<file path="config.mk">
export PLATFORM = sky130hd
export DESIGN_NAME = exec_core
export DESIGN_NICKNAME = d
export VERILOG_FILES = /design/src/rtl/exec_core_pkg.sv /design/src/rtl/exec_core_regfile.sv /design/src/rtl/exec_core.sv
export SDC_FILE = /design/constraint.sdc
export NUM_CORES = 1
export LEC_CHECK = 0
export CORE_MARGIN = 8
export CORE_UTILIZATION = 50
export CTS_BUF_LIST = sky130_fd_sc_hd__clkbuf_16
export DETAILED_ROUTE_END_ITERATION = 10
export PLACE_DENSITY = 0.79
export SLEW_MARGIN = 25
export SYNTH_ARGS = -nofsm -noshare
export SYNTH_HDL_FRONTEND = slang
export SYNTH_HIERARCHICAL = 1
export SYNTH_SLANG_ARGS = --single-unit
</file>
<file path="constraint.sdc">
create_clock -name clk -period 4.15 [get_ports clk]
set_clock_uncertainty 0.1 [all_clocks]
set_input_delay 0.415 -clock clk [delete_from_list [all_inputs] [get_ports clk]]
set_output_delay 0.415 -clock clk [all_outputs]
set_load 0.005 [all_outputs]
</file>
<file path="src/rtl/exec_core_pkg.sv">
// Shared constants and operation encodings for the exec_core datapath.
package exec_core_pkg;

   localparam int WIDTH = 16;
   localparam int NREGS = 8;
   localparam int IDXW  = $clog2(NREGS);

   typedef enum logic [1:0] {
      ADD = 2'b00,
      SUB = 2'b01,
      AND = 2'b10,
      NOT = 2'b11
   } alu_op_e;

   typedef enum logic [1:0] {
      NONE = 2'b00,
      SHL  = 2'b01,
      SHR  = 2'b10,
      ASR  = 2'b11
   } shift_op_e;

endpackage

</file>
<file path="src/rtl/exec_core_regfile.sv">
// 8x16 register file: one synchronous write port with async active-low reset,
// one combinational read port.
module exec_core_regfile
   import exec_core_pkg::*;
(
   input  logic             clk,
   input  logic             rst_n,
   input  logic             i_write,
   input  logic [IDXW-1:0]  i_writeNum,
   input  logic [WIDTH-1:0] i_dataIn,
   input  logic [IDXW-1:0]  i_readNum,
   output logic [WIDTH-1:0] o_rdData
);

   logic [NREGS-1:0][WIDTH-1:0] r_regs;

   always_ff @(posedge clk or negedge rst_n) begin
      if (!rst_n) begin
         r_regs <= '0;
      end else if (i_write) begin
         r_regs[i_writeNum] <= i_dataIn;
      end
   end

   assign o_rdData = r_regs[i_readNum];

endmodule

</file>
<file path="src/rtl/exec_core.sv">
// Execution core: register file, A/B operands, B shifter, 4-op ALU, C and Z/N/V.
// Optional macro EXEC_CORE_WRITE_FORWARD_EN forwards data_in to a same-cycle read.
module exec_core
   import exec_core_pkg::*;
(
   input  logic             clk,
   input  logic             rst_n,
   input  logic [WIDTH-1:0] data_in,
   input  logic [IDXW-1:0]  writenum,
   input  logic             write,
   input  logic [IDXW-1:0]  readnum,
   input  logic             loada,
   input  logic             loadb,
   input  logic [1:0]       shift,
   input  logic             asel,
   input  logic             bsel,
   input  logic [WIDTH-1:0] sximm5,
   input  logic [1:0]       aluop,
   input  logic             loadc,
   input  logic             loads,
   output logic [WIDTH-1:0] datapath_out,
   output logic             z_out,
   output logic             n_out,
   output logic             v_out
);

   logic [WIDTH-1:0] w_rfRaw;
   logic [WIDTH-1:0] w_rfRd;
   logic [WIDTH-1:0] w_shOut;
   logic [WIDTH-1:0] w_ain;
   logic [WIDTH-1:0] w_bin;
   logic [WIDTH-1:0] w_result;
   logic             w_z;
   logic             w_n;
   logic             w_v;
   shift_op_e        w_shiftOp;
   alu_op_e          w_aluOp;

   logic [WIDTH-1:0] r_a;
   logic [WIDTH-1:0] r_b;
   logic [WIDTH-1:0] r_c;
   logic             r_z;
   logic             r_n;
   logic             r_v;

   exec_core_regfile u_regfile (
      .clk        (clk),
      .rst_n      (rst_n),
      .i_write    (write),
      .i_writeNum (writenum),
      .i_dataIn   (data_in),
      .i_readNum  (readnum),
      .o_rdData   (w_rfRaw)
   );

`ifdef EXEC_CORE_WRITE_FORWARD_EN
   // Bypass so a same-cycle write is seen by the operand capture
   assign w_rfRd = (write && (writenum == readnum)) ? data_in : w_rfRaw;
`else
   assign w_rfRd = w_rfRaw;
`endif

   assign w_shiftOp = shift_op_e'(shift);
   assign w_aluOp   = alu_op_e'(aluop);

   always_comb begin
      w_shOut = r_b;
      case (w_shiftOp)
         NONE:    w_shOut = r_b;
         SHL:     w_shOut = {r_b[WIDTH-2:0], 1'b0};
         SHR:     w_shOut = {1'b0, r_b[WIDTH-1:1]};
         ASR:     w_shOut = {r_b[WIDTH-1], r_b[WIDTH-1:1]};
         default: w_shOut = r_b;
      endcase
   end

   assign w_ain = asel ? '0 : r_a;
   assign w_bin = bsel ? sximm5 : w_shOut;

   // Overflow is only meaningful for the arithmetic ops; logic ops clear it
   always_comb begin
      w_result = '0;
      w_v      = 1'b0;
      case (w_aluOp)
         ADD: begin
            w_result = w_ain + w_bin;
            w_v      = (w_ain[WIDTH-1] == w_bin[WIDTH-1]) &&
                       (w_result[WIDTH-1] != w_ain[WIDTH-1]);
         end
         SUB: begin
            w_result = w_ain - w_bin;
            w_v      = (w_ain[WIDTH-1] != w_bin[WIDTH-1]) &&
                       (w_result[WIDTH-1] != w_ain[WIDTH-1]);
         end
         AND: begin
            w_result = w_ain & w_bin;
            w_v      = 1'b0;
         end
         NOT: begin
            w_result = ~w_bin;
            w_v      = 1'b0;
         end
         default: begin
            w_result = '0;
            w_v      = 1'b0;
         end
      endcase
   end

   assign w_z = (w_result == '0);
   assign w_n = w_result[WIDTH-1];

   always_ff @(posedge clk or negedge rst_n) begin
      if (!rst_n) begin
         r_a <= '0;
         r_b <= '0;
         r_c <= '0;
         r_z <= 1'b0;
         r_n <= 1'b0;
         r_v <= 1'b0;
      end else begin
         if (loada) r_a <= w_rfRd;
         if (loadb) r_b <= w_rfRd;
         if (loadc) r_c <= w_result;
         if (loads) begin
            r_z <= w_z;
            r_n <= w_n;
            r_v <= w_v;
         end
      end
   end

   assign datapath_out = r_c;
   assign z_out        = r_z;
   assign n_out        = r_n;
   assign v_out        = r_v;

endmodule

</file>
==> results of run 1 <==
## layer usage
metal,share of wire [%],track usage [%]
met2,52,32.37
met1,43,22.39
met3,3.9,4.070
met5,0,0
met4,1.3,5.438
## synth_stat cells (17+ instances only)
library cell	number	area, um2
sky130_fd_sc_hd__a21oi_1	27	135.1
sky130_fd_sc_hd__buf_2	17	85.08
sky130_fd_sc_hd__dfrtp_1	179	4479
sky130_fd_sc_hd__ha_1	32	400.4
sky130_fd_sc_hd__inv_1	38	142.6
sky130_fd_sc_hd__mux2_2	190	2140
sky130_fd_sc_hd__mux2i_1	27	270.3
sky130_fd_sc_hd__mux4_1	28	735.7
sky130_fd_sc_hd__nand2_1	21	78.83
sky130_fd_sc_hd__nor2_1	37	138.9
sky130_fd_sc_hd__nor2b_1	21	131.4
sky130_fd_sc_hd__o21ai_0	21	105.1
## sequential cells by signal, indices dropped and copies added, names as in the netlist
signal            cells
z_out                 1
r_b                  16
v_out                 1
datapath_out         16
u_regfile/r_regs    128
r_a                  16
n_out                 1
## power by group
group	total, mW	leakage, nW	switching, mW	internal, mW
Clock	1.58	0.278	0.736	0.844
Combinational	2.15	3.07	0.930	1.22
Sequential	2.42	2.15	0.237	2.18
## kinds of logic after synthesis
logic type | synth area share, %
AO/OA/AOI/OAI | 8.071
XOR/XNOR | 1.090
adder cells (fa/ha/maj) | 4.215
buffers and inverters | 4.311
flip-flops | 42.87
multiplexers | 31.94
AND/OR/NAND/NOR | 7.508
## worst paths after layout
check	slack (ps)	startpoint	depth (start not counted)	endpoint
min	380	datapath_out[4]	1	datapath_out[4]
max	220	shift[0]	16	z_out
max in group asynchronous	2580	rst_n	3	r_b[13]
min in group asynchronous	520	rst_n	2	v_out
min reg2reg	380	datapath_out[4]	1	datapath_out[4]
max reg2reg	450	r_b[1]	14	z_out
## worst register-to-register path: stages (launching register included)
cell	delay [ps]
sky130_fd_sc_hd__dfrtp_1	410
sky130_fd_sc_hd__mux2i_1	150
sky130_fd_sc_hd__o21ai_1	80
sky130_fd_sc_hd__mux2_2	310
sky130_fd_sc_hd__fa_1	430
sky130_fd_sc_hd__o21bai_2	180
sky130_fd_sc_hd__a2111oi_2	90
sky130_fd_sc_hd__buf_4	150
sky130_fd_sc_hd__o21ba_2	220
sky130_fd_sc_hd__o311a_1	340
sky130_fd_sc_hd__or3_1	340
sky130_fd_sc_hd__a31oi_1	230
sky130_fd_sc_hd__nor4b_4	230
sky130_fd_sc_hd__nand4b_1	130
sky130_fd_sc_hd__o32ai_2	220
## stage by stage
step           setup TNS [ps]  total power, mW  setup WS (ps)  hold WS, ps
4_1_cts                     0            6.180          243.5        389.3
5_1_grt                     0            6.530          29.58        412.2
3_3_place_gp           -406.9            4.483         -143.3        366.1
6_report                    0            6.148          216.6        384.0
2_1_floorplan               0            3.770          337.0        19.41
3_5_place_dp           -548.9            4.572         -213.3        372.0
## cell usage in the layout, fill, tap and decap left out, drive strengths merged, types with 4 or more instances in the layout
cell and instances:
a211oi 8, a21o 5, a21oi 27, buf 81, clkbuf 17, clkdlybuf4s50 67
clkinv 7, dfrtp 179, ha 32, inv 44, mux2 193, mux2i 27
mux4 35, nand2 21, nand2b 7, nand3 9, nand4b 4, nor2 37
nor2b 21, nor3 5, o211ai 7, o21a 7, o21ai 28, o21bai 4
or3 5, xnor2 10
## timing repair
item	4_1_cts	5_1_grt
gates resized for setup	0	3
hold buffers	1	0
endpoints found under the hold margin	55	0
endpoints found under the setup margin	0	1
## cell type report
type                            count  area [um2]  area share [%]
Clock buffer                       17       425.4           3.424
Clock inverter                     15       152.6           1.228
Inverter                           39       146.4           1.178
Multi-Input combinational cell    556        5563           44.77
Sequential cell                   179        4479           36.05
Tap cell                          275       344.1           2.769
Timing Repair Buffer              149        1315           10.58
==> Flow_metrics.wiki, run 1 <==
{| class="wikitable"
! Metric !! Value
|-
| Largest fanout on the critical path || 7
|-
| Yosys warnings || 6
|-
| Clock buffer count from CTS || 17
|-
| Total gr overflow || 0
|-
| Setup crit start kind || input port
|-
| Placement Cell Area || 11820 um2
|-
| Count of buffering cells on the critical path with inverters included || 3
|-
| Unrepaired setup endpoints after global routing || no
|-
| Area grow syn2layout || 18.92%
|-
| Worst-path clk slew || roughly 70 ps
|-
| Kind of cell with the highest combined delay on the critical path || compound AO/OA/AOI/OAI gates
|-
| Largest net degree at the start of global routing || 92
|-
| Total Routing Usage GR || 18.48%
|-
| Cell Count, Final, Fillers Out || 1230
|-
| Initial standard-cell utilization of the core || 50.34%
|-
| Worst-skew pair later-pin latency || between 400 and 500 ps
|-
| H-tree Lvls || 4
|-
| Inserted Diodes || 0
|-
| Post-route DRC || 0
|-
| Mean instance size in the synthesized netlist || 12.65 um2
|-
| Count of buffers added by post-CTS timing repair for setup || 0
|-
| Status || complete, no violations
|-
| Post-synth EDFFs || 0
|-
| Tightest Pin Transition || 995.5 ps
|-
| Synthesized flop and latch total || 179
|-
| Drt via density || 5.692
|-
| Maximum count of clock buffers along a single path || 2
|-
| Max-cap violation count || 0
|-
| Number of cells produced by synthesis || about 830
|-
| Placement row count || 53
|-
| Worst Path Arrival || 4170 ps
|-
| Final std cell area, no fill || 12430 um2
|-
| Number of iterations in the first detailed-routing pass || 5
|-
| Cells along the critical path || clkdlybuf4s50_1 -> buf_4 -> mux2i_1 -> o21ai_1 -> mux2_2 -> fa_1 -> o21bai_2 -> a2111oi_2 -> buf_4 -> o21ba_2 -> o311a_1 -> or3_1 -> a31oi_1 -> nor4b_4 -> nand4b_1 -> o32ai_2
|-
| Global-route wire length before repair || about 38 mm
|-
| Number of distinct library cell variants in the gate-level netlist after synthesis || 77
|-
| Maximum operating frequency || roughly 250 MHz
|-
| Ratio of total power to cell area || 494.8 nW/um2
|-
| Peak supply drop || roughly 0.30 mV
|-
| Final setup viols || 0
|-
| Post-Synthesis Cell Area || about 10000 um2
|-
| Post-route fraction of the period consumed by the critical path || 94.78%
|-
| Violation count after the first detailed-routing iteration || between 300 and 400
|-
| Classification of the worst-slack hold path || reg2reg
|-
| Number of hold-slack violations in the final timing report || 0
|-
| Die width || about 160 um
|-
| Synth Net Count || 911
|-
| Final standard cell utilization of the core || between 50% and 60%
|-
| Async set-reset flop share out of synthesis || 100.0%
|-
| Die Height || 160.6 um
|-
| Type of element capturing the critical path || flop
|-
| Sequential fraction of the synthesis area || 42.87%
|-
| Initial antenna violation count || 0
|-
| WP data required || approximately 4400 ps
|-
| Max-slew headroom || 33.42%
|-
| Final wirelength || ~23 mm
|-
| CTS sink cnt || 179
|-
| Post-layout minimum cycle time || 3933 ps
|-
| Total core area || 20760 um2
|-
| DP HPWL || approximately 16 mm
|-
| Static power due to leakage || 5.497 nW
|-
| WS Path Type || in2reg
|-
| Cell seen most often among critical-path stages || sky130_fd_sc_hd__buf_4
|-
| Worst stage delay on the critical path || around 450 ps
|-
| Final Wtd Congestion || 0.8725
|-
| Post-Place Cells || between 1k and 1.5k
|-
| Cell with the largest stage delay on the worst path || sky130_fd_sc_hd__clkdlybuf4s50_1
|-
| I/O Buffers || 69
|-
| TritonCTS clock tree || yes
|-
| Count of fill cells added during filler insertion || 1643
|-
| Vias in the first global route || 7422
|-
| Clock Root Buffer || sky130_fd_sc_hd__clkbuf_16
|-
| Vias after detailed routing || 7001
|-
| Fraction of layout cells with a size suffix above 1 || around a third
|-
| Final-stage net count || 1027
|-
| Boundary Pins || 70
|-
| Top flip-flop cell by instance count after synthesis || sky130_fd_sc_hd__dfrtp_1
|-
| Residual antenna-violating net count after detailed routing || 0
|-
| Routed length per placed instance || approximately 19 um
|-
| Die footprint || between 20000 and 30000 um2
|-
| Number of max-slew violations in the final report || 0
|}
(Power assumes the default switching activity.)
==> run 2: changes to the inputs <==
--- a/config.mk
+++ b/config.mk
@@ -8,6 +8,7 @@
 export CORE_MARGIN = 8
 export CORE_UTILIZATION = 50
 export CTS_BUF_LIST = sky130_fd_sc_hd__clkbuf_16
+export CTS_CLUSTER_DIAMETER = 200
 export DETAILED_ROUTE_END_ITERATION = 10
 export PLACE_DENSITY = 0.79
 export SLEW_MARGIN = 25
==> results of run 2 <==
Same layout as run 1: the final DEF is identical, and so are final timing and power.
==> run 3: changes to the inputs <==
--- a/config.mk
+++ b/config.mk
@@ -11,7 +11,7 @@
 export CTS_CLUSTER_DIAMETER = 200
 export DETAILED_ROUTE_END_ITERATION = 10
 export PLACE_DENSITY = 0.79
-export SLEW_MARGIN = 25
+export SLEW_MARGIN = 20
 export SYNTH_ARGS = -nofsm -noshare
 export SYNTH_HDL_FRONTEND = slang
 export SYNTH_HIERARCHICAL = 1
==> results of run 3 <==
Same layout as run 1: the final DEF is identical, and so are final timing and power.
